--- src/rtl/id_stage_pipelined_pkg.sv ---
//==============================================================================
// Module      : id_pkg
// Description : Shared decode types, EXE command codes and the legacy
//               ControlUnit / ConditionCheck decode functions.
// Revision    : 1.0 - initial release
//==============================================================================
`default_nettype none

package id_pkg;

  typedef struct packed {
    logic       s;
    logic       b;
    logic [3:0] exe_cmd;
    logic       mem_w;
    logic       mem_r;
    logic       wb_en;
  } ctrl_t;

  localparam logic [3:0] EXE_NOP = 4'b0000;
  localparam logic [3:0] EXE_MOV = 4'b0001;
  localparam logic [3:0] EXE_ADD = 4'b0010;
  localparam logic [3:0] EXE_ADC = 4'b0011;
  localparam logic [3:0] EXE_SUB = 4'b0100;
  localparam logic [3:0] EXE_SBC = 4'b0101;
  localparam logic [3:0] EXE_AND = 4'b0110;
  localparam logic [3:0] EXE_ORR = 4'b0111;
  localparam logic [3:0] EXE_EOR = 4'b1000;
  localparam logic [3:0] EXE_MVN = 4'b1001;

  localparam logic [1:0] ARITH  = 2'b00;
  localparam logic [1:0] MEM    = 2'b01;
  localparam logic [1:0] BRANCH = 2'b10;

  // Fixed-width part of the ID/EX register; datapath-wide fields live beside it.
  typedef struct packed {
    logic        valid;
    ctrl_t       ctrl;
    logic        imm;
    logic [11:0] shift_op;
    logic [23:0] simm24;
  } id_ex_t;

  function automatic ctrl_t control_unit(input logic [1:0] mode,
                                         input logic [3:0] opcode,
                                         input logic       s_in);
    ctrl_t c;
    c = '0;
    case (mode)
      ARITH: begin
        c.s     = s_in;
        c.wb_en = 1'b1;
        case (opcode)
          4'b1101: c.exe_cmd = EXE_MOV;
          4'b1111: c.exe_cmd = EXE_MVN;
          4'b0100: c.exe_cmd = EXE_ADD;
          4'b0101: c.exe_cmd = EXE_ADC;
          4'b0010: c.exe_cmd = EXE_SUB;
          4'b0110: c.exe_cmd = EXE_SBC;
          4'b0000: c.exe_cmd = EXE_AND;
          4'b1100: c.exe_cmd = EXE_ORR;
          4'b0001: c.exe_cmd = EXE_EOR;
          4'b1010: begin c.exe_cmd = EXE_SUB; c.wb_en = 1'b0; end
          4'b1000: begin c.exe_cmd = EXE_AND; c.wb_en = 1'b0; end
          default: c = '0;
        endcase
      end
      MEM: begin
        c.exe_cmd = EXE_ADD;
        c.mem_r   = s_in;
        c.wb_en   = s_in;
        c.mem_w   = ~s_in;
      end
      BRANCH:  c.b = 1'b1;
      default: c = '0;
    endcase
    return c;
  endfunction

  // status = {N, Z, C, V}
  function automatic logic cond_check(input logic [3:0] cond, input logic [3:0] status);
    logic n, z, c, v;
    {n, z, c, v} = status;
    case (cond)
      4'h0:    return z;
      4'h1:    return ~z;
      4'h2:    return c;
      4'h3:    return ~c;
      4'h4:    return n;
      4'h5:    return ~n;
      4'h6:    return v;
      4'h7:    return ~v;
      4'h8:    return c & ~z;
      4'h9:    return ~c | z;
      4'hA:    return n == v;
      4'hB:    return n != v;
      4'hC:    return ~z & (n == v);
      4'hD:    return z | (n != v);
      4'hE:    return 1'b1;
      default: return 1'b0;
    endcase
  endfunction

endpackage

`default_nettype wire

--- src/rtl/id_stage_pipelined_if.sv ---
//==============================================================================
// Module      : id_stage_pipelined_if
// Description : IF/ID, write-back, control and ID/EX signals of the decode stage.
// Revision    : 1.0 - initial release
//==============================================================================
`default_nettype none

interface id_stage_pipelined_if #(
  parameter int DATA_W = 32,
  parameter int ADDR_W = 4,
  parameter int CTRL_W = 9,
  parameter int CNT_W  = 16
);
  logic [DATA_W-1:0] PC_in;
  logic [31:0]       Instruction;
  logic              in_valid;
  logic [DATA_W-1:0] Result_WB;
  logic              writeBackEn;
  logic [ADDR_W-1:0] Dest_wb;
  logic [3:0]        Status;
  logic              hazard;
  logic              hold;
  logic              flush;
  logic [ADDR_W-1:0] src1;
  logic [ADDR_W-1:0] src2;
  logic              two_src;
  logic              ex_valid;
  logic [CTRL_W-1:0] ex_ctrl;
  logic [DATA_W-1:0] ex_PC;
  logic [DATA_W-1:0] ex_Val_Rn;
  logic [DATA_W-1:0] ex_Val_Rm;
  logic              ex_imm;
  logic [11:0]       ex_shift_op;
  logic [23:0]       ex_simm24;
  logic [ADDR_W-1:0] ex_Dest;
  logic [ADDR_W-1:0] ex_src1;
  logic [ADDR_W-1:0] ex_src2;
  logic [CNT_W-1:0]  bubble_cnt;

  modport master (
    output PC_in, Instruction, in_valid, Result_WB, writeBackEn, Dest_wb,
           Status, hazard, hold, flush,
    input  src1, src2, two_src, ex_valid, ex_ctrl, ex_PC, ex_Val_Rn, ex_Val_Rm,
           ex_imm, ex_shift_op, ex_simm24, ex_Dest, ex_src1, ex_src2, bubble_cnt
  );

  modport slave (
    input  PC_in, Instruction, in_valid, Result_WB, writeBackEn, Dest_wb,
           Status, hazard, hold, flush,
    output src1, src2, two_src, ex_valid, ex_ctrl, ex_PC, ex_Val_Rn, ex_Val_Rm,
           ex_imm, ex_shift_op, ex_simm24, ex_Dest, ex_src1, ex_src2, bubble_cnt
  );
endinterface

`default_nettype wire

--- src/rtl/id_stage_pipelined_regfile_bypass.sv ---
//==============================================================================
// Module      : regfile_bypass
// Description : Two-read/one-write register file, optional same-cycle WB bypass;
//               out-of-range reads return the PC.
// Revision    : 1.0 - initial release
//==============================================================================
`default_nettype none

module regfile_bypass #(
  parameter int DATA_W    = 32,
  parameter int NUM_REGS  = 15,
  parameter int ADDR_W    = 4,
  parameter int BYPASS_EN = 1
) (
  input  logic                   clk,
  input  logic                   rst,
  input  logic                   we,
  input  logic [ADDR_W-1:0]      waddr,
  input  logic [DATA_W-1:0]      wdata,
  input  logic [1:0][ADDR_W-1:0] raddr,
  input  logic [DATA_W-1:0]      pc,
  output logic [1:0][DATA_W-1:0] rdata
);

  localparam logic [ADDR_W:0] c_num_regs = NUM_REGS[ADDR_W:0];

  logic [DATA_W-1:0] r_regs [NUM_REGS];
  logic              w_wr_ok;

  assign w_wr_ok = we && ({1'b0, waddr} < c_num_regs);

  always_ff @(posedge clk or posedge rst) begin
    if (rst) begin
      for (int i = 0; i < NUM_REGS; i++) r_regs[i] <= '0;
    end else if (w_wr_ok) begin
      r_regs[waddr] <= wdata;
    end
  end

  for (genvar p = 0; p < 2; p++) begin : g_rd
    logic w_in_range;
    logic w_hit;

    assign w_in_range = {1'b0, raddr[p]} < c_num_regs;
    assign w_hit      = (BYPASS_EN != 0) && w_wr_ok && (raddr[p] == waddr);

    always_comb begin
      rdata[p] = pc;
      if (w_in_range) rdata[p] = w_hit ? wdata : r_regs[raddr[p]];
    end
  end

endmodule

`default_nettype wire

--- src/rtl/id_stage_pipelined.sv ---
//==============================================================================
// Module      : id_stage_pipelined
// Description : Decode, register file read and ID/EX register with bubble,
//               hold and flush control plus a saturating bubble counter.
// Revision    : 1.0 - initial release
//==============================================================================
`default_nettype none

module id_stage_pipelined
  import id_pkg::*;
#(
  parameter int DATA_W    = 32,
  parameter int NUM_REGS  = 15,
  parameter int ADDR_W    = 4,
  parameter int CTRL_W    = 9,
  parameter int BYPASS_EN = 1,
  parameter int CNT_W     = 16
) (
  input logic                 clk,
  input logic                 rst,
  id_stage_pipelined_if.slave bus
);

  logic [31:0]              w_ins;
  ctrl_t                    w_dec;
  logic                     w_cond_pass;
  logic [ADDR_W-1:0]        w_src1;
  logic [ADDR_W-1:0]        w_src2;
  logic [1:0][DATA_W-1:0]   w_rdata;
  id_ex_t                   w_next;
  logic                     w_load;
  logic                     w_count;

  id_ex_t                   r_ex;
  logic [DATA_W-1:0]        r_pc;
  logic [DATA_W-1:0]        r_val_rn;
  logic [DATA_W-1:0]        r_val_rm;
  logic [ADDR_W-1:0]        r_dest;
  logic [ADDR_W-1:0]        r_src1;
  logic [ADDR_W-1:0]        r_src2;
  logic [CNT_W-1:0]         r_bubble_cnt;

  assign w_ins       = bus.Instruction;
  assign w_dec       = control_unit(w_ins[27:26], w_ins[24:21], w_ins[20]);
  assign w_cond_pass = cond_check(w_ins[31:28], bus.Status);
  assign w_src1      = ADDR_W'(w_ins[19:16]);
  assign w_src2      = w_dec.mem_w ? ADDR_W'(w_ins[15:12]) : ADDR_W'(w_ins[3:0]);

  regfile_bypass #(
    .DATA_W    (DATA_W),
    .NUM_REGS  (NUM_REGS),
    .ADDR_W    (ADDR_W),
    .BYPASS_EN (BYPASS_EN)
  ) u_regfile (
    .clk   (clk),
    .rst   (rst),
    .we    (bus.writeBackEn),
    .waddr (bus.Dest_wb),
    .wdata (bus.Result_WB),
    .raddr ({w_src2, w_src1}),
    .pc    (bus.PC_in),
    .rdata (w_rdata)
  );

  // Flush and hazard both force a dead slot; ctrl also dies on a failed condition.
  always_comb begin
    w_next          = '0;
    w_next.valid    = ~bus.flush & ~bus.hazard & bus.in_valid & w_cond_pass;
    w_next.ctrl     = w_next.valid ? w_dec : '0;
    w_next.imm      = w_ins[25];
    w_next.shift_op = w_ins[11:0];
    w_next.simm24   = w_ins[23:0];
  end

  assign w_load  = bus.flush | ~bus.hold;
  assign w_count = ~bus.flush & ~bus.hold & bus.hazard & (r_bubble_cnt != '1);

  always_ff @(posedge clk or posedge rst) begin
    if (rst) begin
      r_ex         <= '0;
      r_pc         <= '0;
      r_val_rn     <= '0;
      r_val_rm     <= '0;
      r_dest       <= '0;
      r_src1       <= '0;
      r_src2       <= '0;
      r_bubble_cnt <= '0;
    end else begin
      if (w_load) begin
        r_ex     <= w_next;
        r_pc     <= bus.PC_in;
        r_val_rn <= w_rdata[0];
        r_val_rm <= w_rdata[1];
        r_dest   <= ADDR_W'(w_ins[15:12]);
        r_src1   <= w_src1;
        r_src2   <= w_src2;
      end
      if (w_count) r_bubble_cnt <= r_bubble_cnt + 1'b1;
    end
  end

  assign bus.src1        = w_src1;
  assign bus.src2        = w_src2;
  assign bus.two_src     = w_dec.mem_w | ~w_ins[25];
  assign bus.ex_valid    = r_ex.valid;
  assign bus.ex_ctrl     = CTRL_W'(r_ex.ctrl);
  assign bus.ex_PC       = r_pc;
  assign bus.ex_Val_Rn   = r_val_rn;
  assign bus.ex_Val_Rm   = r_val_rm;
  assign bus.ex_imm      = r_ex.imm;
  assign bus.ex_shift_op = r_ex.shift_op;
  assign bus.ex_simm24   = r_ex.simm24;
  assign bus.ex_Dest     = r_dest;
  assign bus.ex_src1     = r_src1;
  assign bus.ex_src2     = r_src2;
  assign bus.bubble_cnt  = r_bubble_cnt;

endmodule

`default_nettype wire

--- src/flat_wrapper.sv ---
// flat-port wrapper written by rule: the top's interface ports become plain ports
module id_stage_pipelined_flat import id_pkg::*;
#(
  parameter int DATA_W    = 32,
  parameter int NUM_REGS  = 15,
  parameter int ADDR_W    = 4,
  parameter int CTRL_W    = 9,
  parameter int BYPASS_EN = 1,
  parameter int CNT_W     = 16
)
  (clk, rst, bus_PC_in, bus_Instruction, bus_in_valid, bus_Result_WB, bus_writeBackEn, bus_Dest_wb, bus_Status, bus_hazard, bus_hold, bus_flush, bus_src1, bus_src2, bus_two_src, bus_ex_valid, bus_ex_ctrl, bus_ex_PC, bus_ex_Val_Rn, bus_ex_Val_Rm, bus_ex_imm, bus_ex_shift_op, bus_ex_simm24, bus_ex_Dest, bus_ex_src1, bus_ex_src2, bus_bubble_cnt);
  id_stage_pipelined_if #(.DATA_W(DATA_W), .ADDR_W(ADDR_W), .CTRL_W(CTRL_W), .CNT_W(CNT_W)) bus_i ();
  input logic clk;
  input logic rst;
  input wire logic [$bits(bus_i.PC_in)-1:0] bus_PC_in;
  input wire logic [$bits(bus_i.Instruction)-1:0] bus_Instruction;
  input wire logic [$bits(bus_i.in_valid)-1:0] bus_in_valid;
  input wire logic [$bits(bus_i.Result_WB)-1:0] bus_Result_WB;
  input wire logic [$bits(bus_i.writeBackEn)-1:0] bus_writeBackEn;
  input wire logic [$bits(bus_i.Dest_wb)-1:0] bus_Dest_wb;
  input wire logic [$bits(bus_i.Status)-1:0] bus_Status;
  input wire logic [$bits(bus_i.hazard)-1:0] bus_hazard;
  input wire logic [$bits(bus_i.hold)-1:0] bus_hold;
  input wire logic [$bits(bus_i.flush)-1:0] bus_flush;
  output wire logic [$bits(bus_i.src1)-1:0] bus_src1;
  output wire logic [$bits(bus_i.src2)-1:0] bus_src2;
  output wire logic [$bits(bus_i.two_src)-1:0] bus_two_src;
  output wire logic [$bits(bus_i.ex_valid)-1:0] bus_ex_valid;
  output wire logic [$bits(bus_i.ex_ctrl)-1:0] bus_ex_ctrl;
  output wire logic [$bits(bus_i.ex_PC)-1:0] bus_ex_PC;
  output wire logic [$bits(bus_i.ex_Val_Rn)-1:0] bus_ex_Val_Rn;
  output wire logic [$bits(bus_i.ex_Val_Rm)-1:0] bus_ex_Val_Rm;
  output wire logic [$bits(bus_i.ex_imm)-1:0] bus_ex_imm;
  output wire logic [$bits(bus_i.ex_shift_op)-1:0] bus_ex_shift_op;
  output wire logic [$bits(bus_i.ex_simm24)-1:0] bus_ex_simm24;
  output wire logic [$bits(bus_i.ex_Dest)-1:0] bus_ex_Dest;
  output wire logic [$bits(bus_i.ex_src1)-1:0] bus_ex_src1;
  output wire logic [$bits(bus_i.ex_src2)-1:0] bus_ex_src2;
  output wire logic [$bits(bus_i.bubble_cnt)-1:0] bus_bubble_cnt;
  assign bus_i.PC_in = bus_PC_in;
  assign bus_i.Instruction = bus_Instruction;
  assign bus_i.in_valid = bus_in_valid;
  assign bus_i.Result_WB = bus_Result_WB;
  assign bus_i.writeBackEn = bus_writeBackEn;
  assign bus_i.Dest_wb = bus_Dest_wb;
  assign bus_i.Status = bus_Status;
  assign bus_i.hazard = bus_hazard;
  assign bus_i.hold = bus_hold;
  assign bus_i.flush = bus_flush;
  assign bus_src1 = bus_i.src1;
  assign bus_src2 = bus_i.src2;
  assign bus_two_src = bus_i.two_src;
  assign bus_ex_valid = bus_i.ex_valid;
  assign bus_ex_ctrl = bus_i.ex_ctrl;
  assign bus_ex_PC = bus_i.ex_PC;
  assign bus_ex_Val_Rn = bus_i.ex_Val_Rn;
  assign bus_ex_Val_Rm = bus_i.ex_Val_Rm;
  assign bus_ex_imm = bus_i.ex_imm;
  assign bus_ex_shift_op = bus_i.ex_shift_op;
  assign bus_ex_simm24 = bus_i.ex_simm24;
  assign bus_ex_Dest = bus_i.ex_Dest;
  assign bus_ex_src1 = bus_i.ex_src1;
  assign bus_ex_src2 = bus_i.ex_src2;
  assign bus_bubble_cnt = bus_i.bubble_cnt;
  id_stage_pipelined #(.DATA_W(DATA_W), .NUM_REGS(NUM_REGS), .ADDR_W(ADDR_W), .CTRL_W(CTRL_W), .BYPASS_EN(BYPASS_EN), .CNT_W(CNT_W)) u_core (.clk(clk), .rst(rst), .bus(bus_i));
endmodule
--- config.mk ---
export PLATFORM = sky130hd
export DESIGN_NAME = id_stage_pipelined_flat
export DESIGN_NICKNAME = d
export VERILOG_FILES = /design/src/rtl/id_stage_pipelined_pkg.sv /design/src/rtl/id_stage_pipelined_if.sv /design/src/rtl/id_stage_pipelined_regfile_bypass.sv /design/src/rtl/id_stage_pipelined.sv /design/src/flat_wrapper.sv
export SDC_FILE = /design/constraint.sdc
export NUM_CORES = 2
export LEC_CHECK = 0
export BUFFER_PORTS_ARGS = -buffer_cell sky130_fd_sc_hd__buf_2
export CAP_MARGIN = 40
export CORE_ASPECT_RATIO = 0.7
export CORE_MARGIN = 2
export CORE_UTILIZATION = 30
export CTS_CLUSTER_DIAMETER = 40
export DETAILED_ROUTE_END_ITERATION = 8
export PLACE_DENSITY = 0.53
export SYNTH_ARGS = -nofsm -noshare
export SYNTH_HDL_FRONTEND = slang
export SYNTH_SLANG_ARGS = --single-unit
--- constraint.sdc ---
create_clock -name clk -period 27.3 [get_ports clk]
set_input_delay 5.46 -clock clk [delete_from_list [all_inputs] [get_ports clk]]
set_output_delay 5.46 -clock clk [all_outputs]
set_load 0.01 [all_outputs]
==> qor.csv <==
metric,value,unit
clkPwrFrac,41.3,%
htreeDepth,3,
die_y,288,µm
gp_congestion,0.794,
start_util,30.4,%
p_seq_share,38.7,%
required,21.84,ns
worstMarginPinSlew,0.967,ns
grt_antenna_before_repair,22,
synthCells,2983,
hold_path_class,register to register,
crit_slowest_cell,or3b_2,
synth_area,0.0345,mm²
timing.hold.ws,0.459,ns
fin_skew,0.0242,ns
intPower,0.00235,W
area_growth,19.7,%
multi_input_area,0.0176,mm²
maxSlewHeadroom,35.5,%
tns,0,ns
cts_buffer_depth,3,
min_from,u_core.bus.ex_simm24[21]$_DFFE_PP0P_,
antenna_left,0,
drive_gt1_share,38.7,%
outcome,finished clean,
drt-vias-per-instance,5.54,
grt_max_degree,168,
synth-async-reset-ratio,100,%
cp_common_cell,buf_2,
fp.dieW,409,µm
critPathBufInv,4,
yosysWarnings,0,
worstRegToRegCells,4,
use_met2,31.4,%
holdPathStages,2,
powerDensity,81.7,mW/mm²
register_area,0.0158,mm²
fp.dieArea,0.118,mm²
synth.net_count,3095,
final_nets,3270,
syn-mean-instance-area,11.6,µm²
wire_per_inst,26.6,µm
slowest_delay,0.59,ns
cts_hold_buf,0,
rows,103,
ir_drop,0.0000499,V
fin_crit_sh,49.0,%
end_kind,primary output,
clock-sinks,631,
tritoncts,done,
critical_path.top_delay_family,buffers and inverters,
port_buffers,290,
grtUsageMet1,30.2,%
crit_type,primary input to primary output,
ys_types,63,
p_sw_share,30.2,%
busiest_layer,met2,
cts_buffers,106,
rsz0062_at_grt,false,
power_frac_comb,20.0,%
r2r-end,u_core.bus.ex_Val_Rn[26]$_DFFE_PP0P_,
grt_pass1_wl,185000,µm
dp_hpwl,75800,µm
insertion_delay,0.72,ns
core_area,0.113,mm²
grt_use_met3,5.26,%
path_cells,buf_2 > or3b_2 > mux2i_4 > buf_12 > inv_4 > buf_2,
worstSetupStartpointType,primary input,
first_global_vias,26300,
switching_power,0.00102,W
cts_resized,0,
maxSlewViolCount,0,
hold_viol_final,0,
ios,291,
drv_cap,0,
hold_path_end,u_core.bus.ex_simm24[21]$_DFFE_PP0P_,
dr.pass1.iters,6,
ff2ff_setup_slack,25.07,ns
overflow,0,
arrival,7.93,ns
fin_area,0.0412,mm²
dr_total_vias,26400,
power.leakage,17.7,nW
cts-root-buf,clkbuf_16,
synth-edff-count,0,
setup_viol,0,
final_util,36.4,%
synth_seq_cells,631,
r2r_start,u_core.u_regfile.r_regs[250]$_DFFE_PP0P_,
worst-path-stages,6,
fill_cells,11100,
path_clk_slew,0.06,ns
finalCriticalPeriod,13.39,ns
grt_util_all_layers,21.2,%
ys_seq_area_share,45.8,%
dr.first_iter.drc_count,2515,
place_area,0.0376,mm²
path_max_fanout,117,
ys.flop_type,dfrtp_1,
postCtsSetupRepairBufs,0,
routed_wl,127000,µm
clock.fmax,74.7,MHz
drc_errors,0,
==> per-stage QoR <==
| step | total power [W] | instances | setup slack, ns |
|---|---|---|---|
| finish | 0.00337 | 4771 | 13.91 |
| global route | 0.00352 | 4770 | 13.82 |
| CTS | 0.00339 | 4767 | 13.88 |
| detailed placement | 0.00198 | 4572 | 13.88 |
| global placement | 0.00197 | 4561 | 13.89 |
| floorplan | 0.00175 | 2983 | 4.17 |
==> worst register-to-register path: cells and delay by family (launching register included) <==
kind	cells	cell delay [ns]
compound gates	1	0.15
flops	1	0.41
mux	3	1.52
==> cell families (layout without fill, tap and decap cells) <==
kind of cell	after synthesis	in the layout	synth area share [%]
and+or+nand+nor	578	578	7.26
xor gates and xnor gates	24	24	0.610
other	0	4	0
DFF	631	631	45.8
buffers and inverters	307	569	3.83
muxes	874	874	31.8
adders and majority gates	1	1	0.0363
AOI/OAI and AO/OA	568	568	10.6
==> layout by cell type, fill, tap and decap left out, types with 18 or more instances in the layout <==
master,synthesis,routed
nand2_1,406,404
o2bb2ai_1,39,39
o21bai_1,24,24
a32oi_1,32,32
clkbuf_16,0,107
dfrtp_1,631,631
nor2_1,42,27
buf_2,30,285
o21ai_0,60,60
a22o_1,21,21
nor3_1,50,50
mux2_2,548,548
inv_6,0,18
o22ai_1,88,88
mux4_2,117,117
a22oi_1,39,39
a21oi_1,207,207
mux2i_1,204,202
buf_4,28,63
==> worst max-delay path by stage <==
| stage | endpoint | startpoint | slack [ns] |
|---|---|---|---|
| floorplan | u_core.bus.bubble_cnt[0]$_DFFE_PP0P_ | rst | 4.17 |
| detailed placement | bus_src2[0] | bus_Instruction[26] | 13.88 |
| global route | bus_src2[0] | bus_Instruction[26] | 13.82 |
| finish | bus_src2[0] | bus_Instruction[26] | 13.91 |
| global placement | bus_src2[0] | bus_Instruction[26] | 13.89 |
| CTS | bus_src2[0] | bus_Instruction[26] | 13.88 |
==> sequential cells by signal (all words and copies together), names as in the netlist <==
name and flops:
u_core.bus.bubble_cnt 16, u_core.bus.ex_Dest 3, u_core.bus.ex_PC 32, u_core.bus.ex_Val_Rm 32, u_core.bus.ex_Val_Rn 32, u_core.bus.ex_ctrl 9, u_core.bus.ex_imm 1, u_core.bus.ex_simm24 18
u_core.bus.ex_src1 3, u_core.bus.ex_src2 4, u_core.bus.ex_valid 1, u_core.u_regfile.r_regs 480
==> layout make-up <==
type | count | share of cell area (%)
tap | 1522 | 4.62
multi-input combinational | 2045 | 42.6
clock inverter | 68 | 1.99
inverter | 11 | 0.124
sequential | 631 | 38.3
clock buffer | 127 | 6.92
timing repair buffer | 363 | 5.42
antenna | 4 | 0.0243
==> power by group through the flow <==
stage	clock network [W]	registers, W	logic, W
6_report	0.00139	0.00130	0.000675
5_1_grt	0.00146	0.00133	0.000732
4_1_cts	0.00141	0.00130	0.000677
3_5_place_dp	0	0.00131	0.000674
3_3_place_gp	0	0.00130	0.000660
2_1_floorplan	0	0.00128	0.000474
==> cell usage after synthesis, types with 39 or more instances <==
cell type  instances  area share [%]
buf_1             39            0.42
nor3_1            50            0.73
o22ai_1           88             1.6
a21oi_1          207             3.0
mux2_2           548              18
o21ai_0           60            0.87
dfrtp_1          631              46
o2bb2ai_1         39            0.99
nand2_1          406             4.4
mux4_2           117             7.6
mux2i_1          204             5.9
nor2_1            42            0.46
a22oi_1           39            0.85
clkbuf_1         196             2.1
==> metal layers <==
layer	part of all wire, %	up-vias
met5	0.054	-
met1	46	13700
met2	43	1055
li1	-	11500
met3	7.9	243
met4	2.9	14
Power figures use the tool's default switching activity.
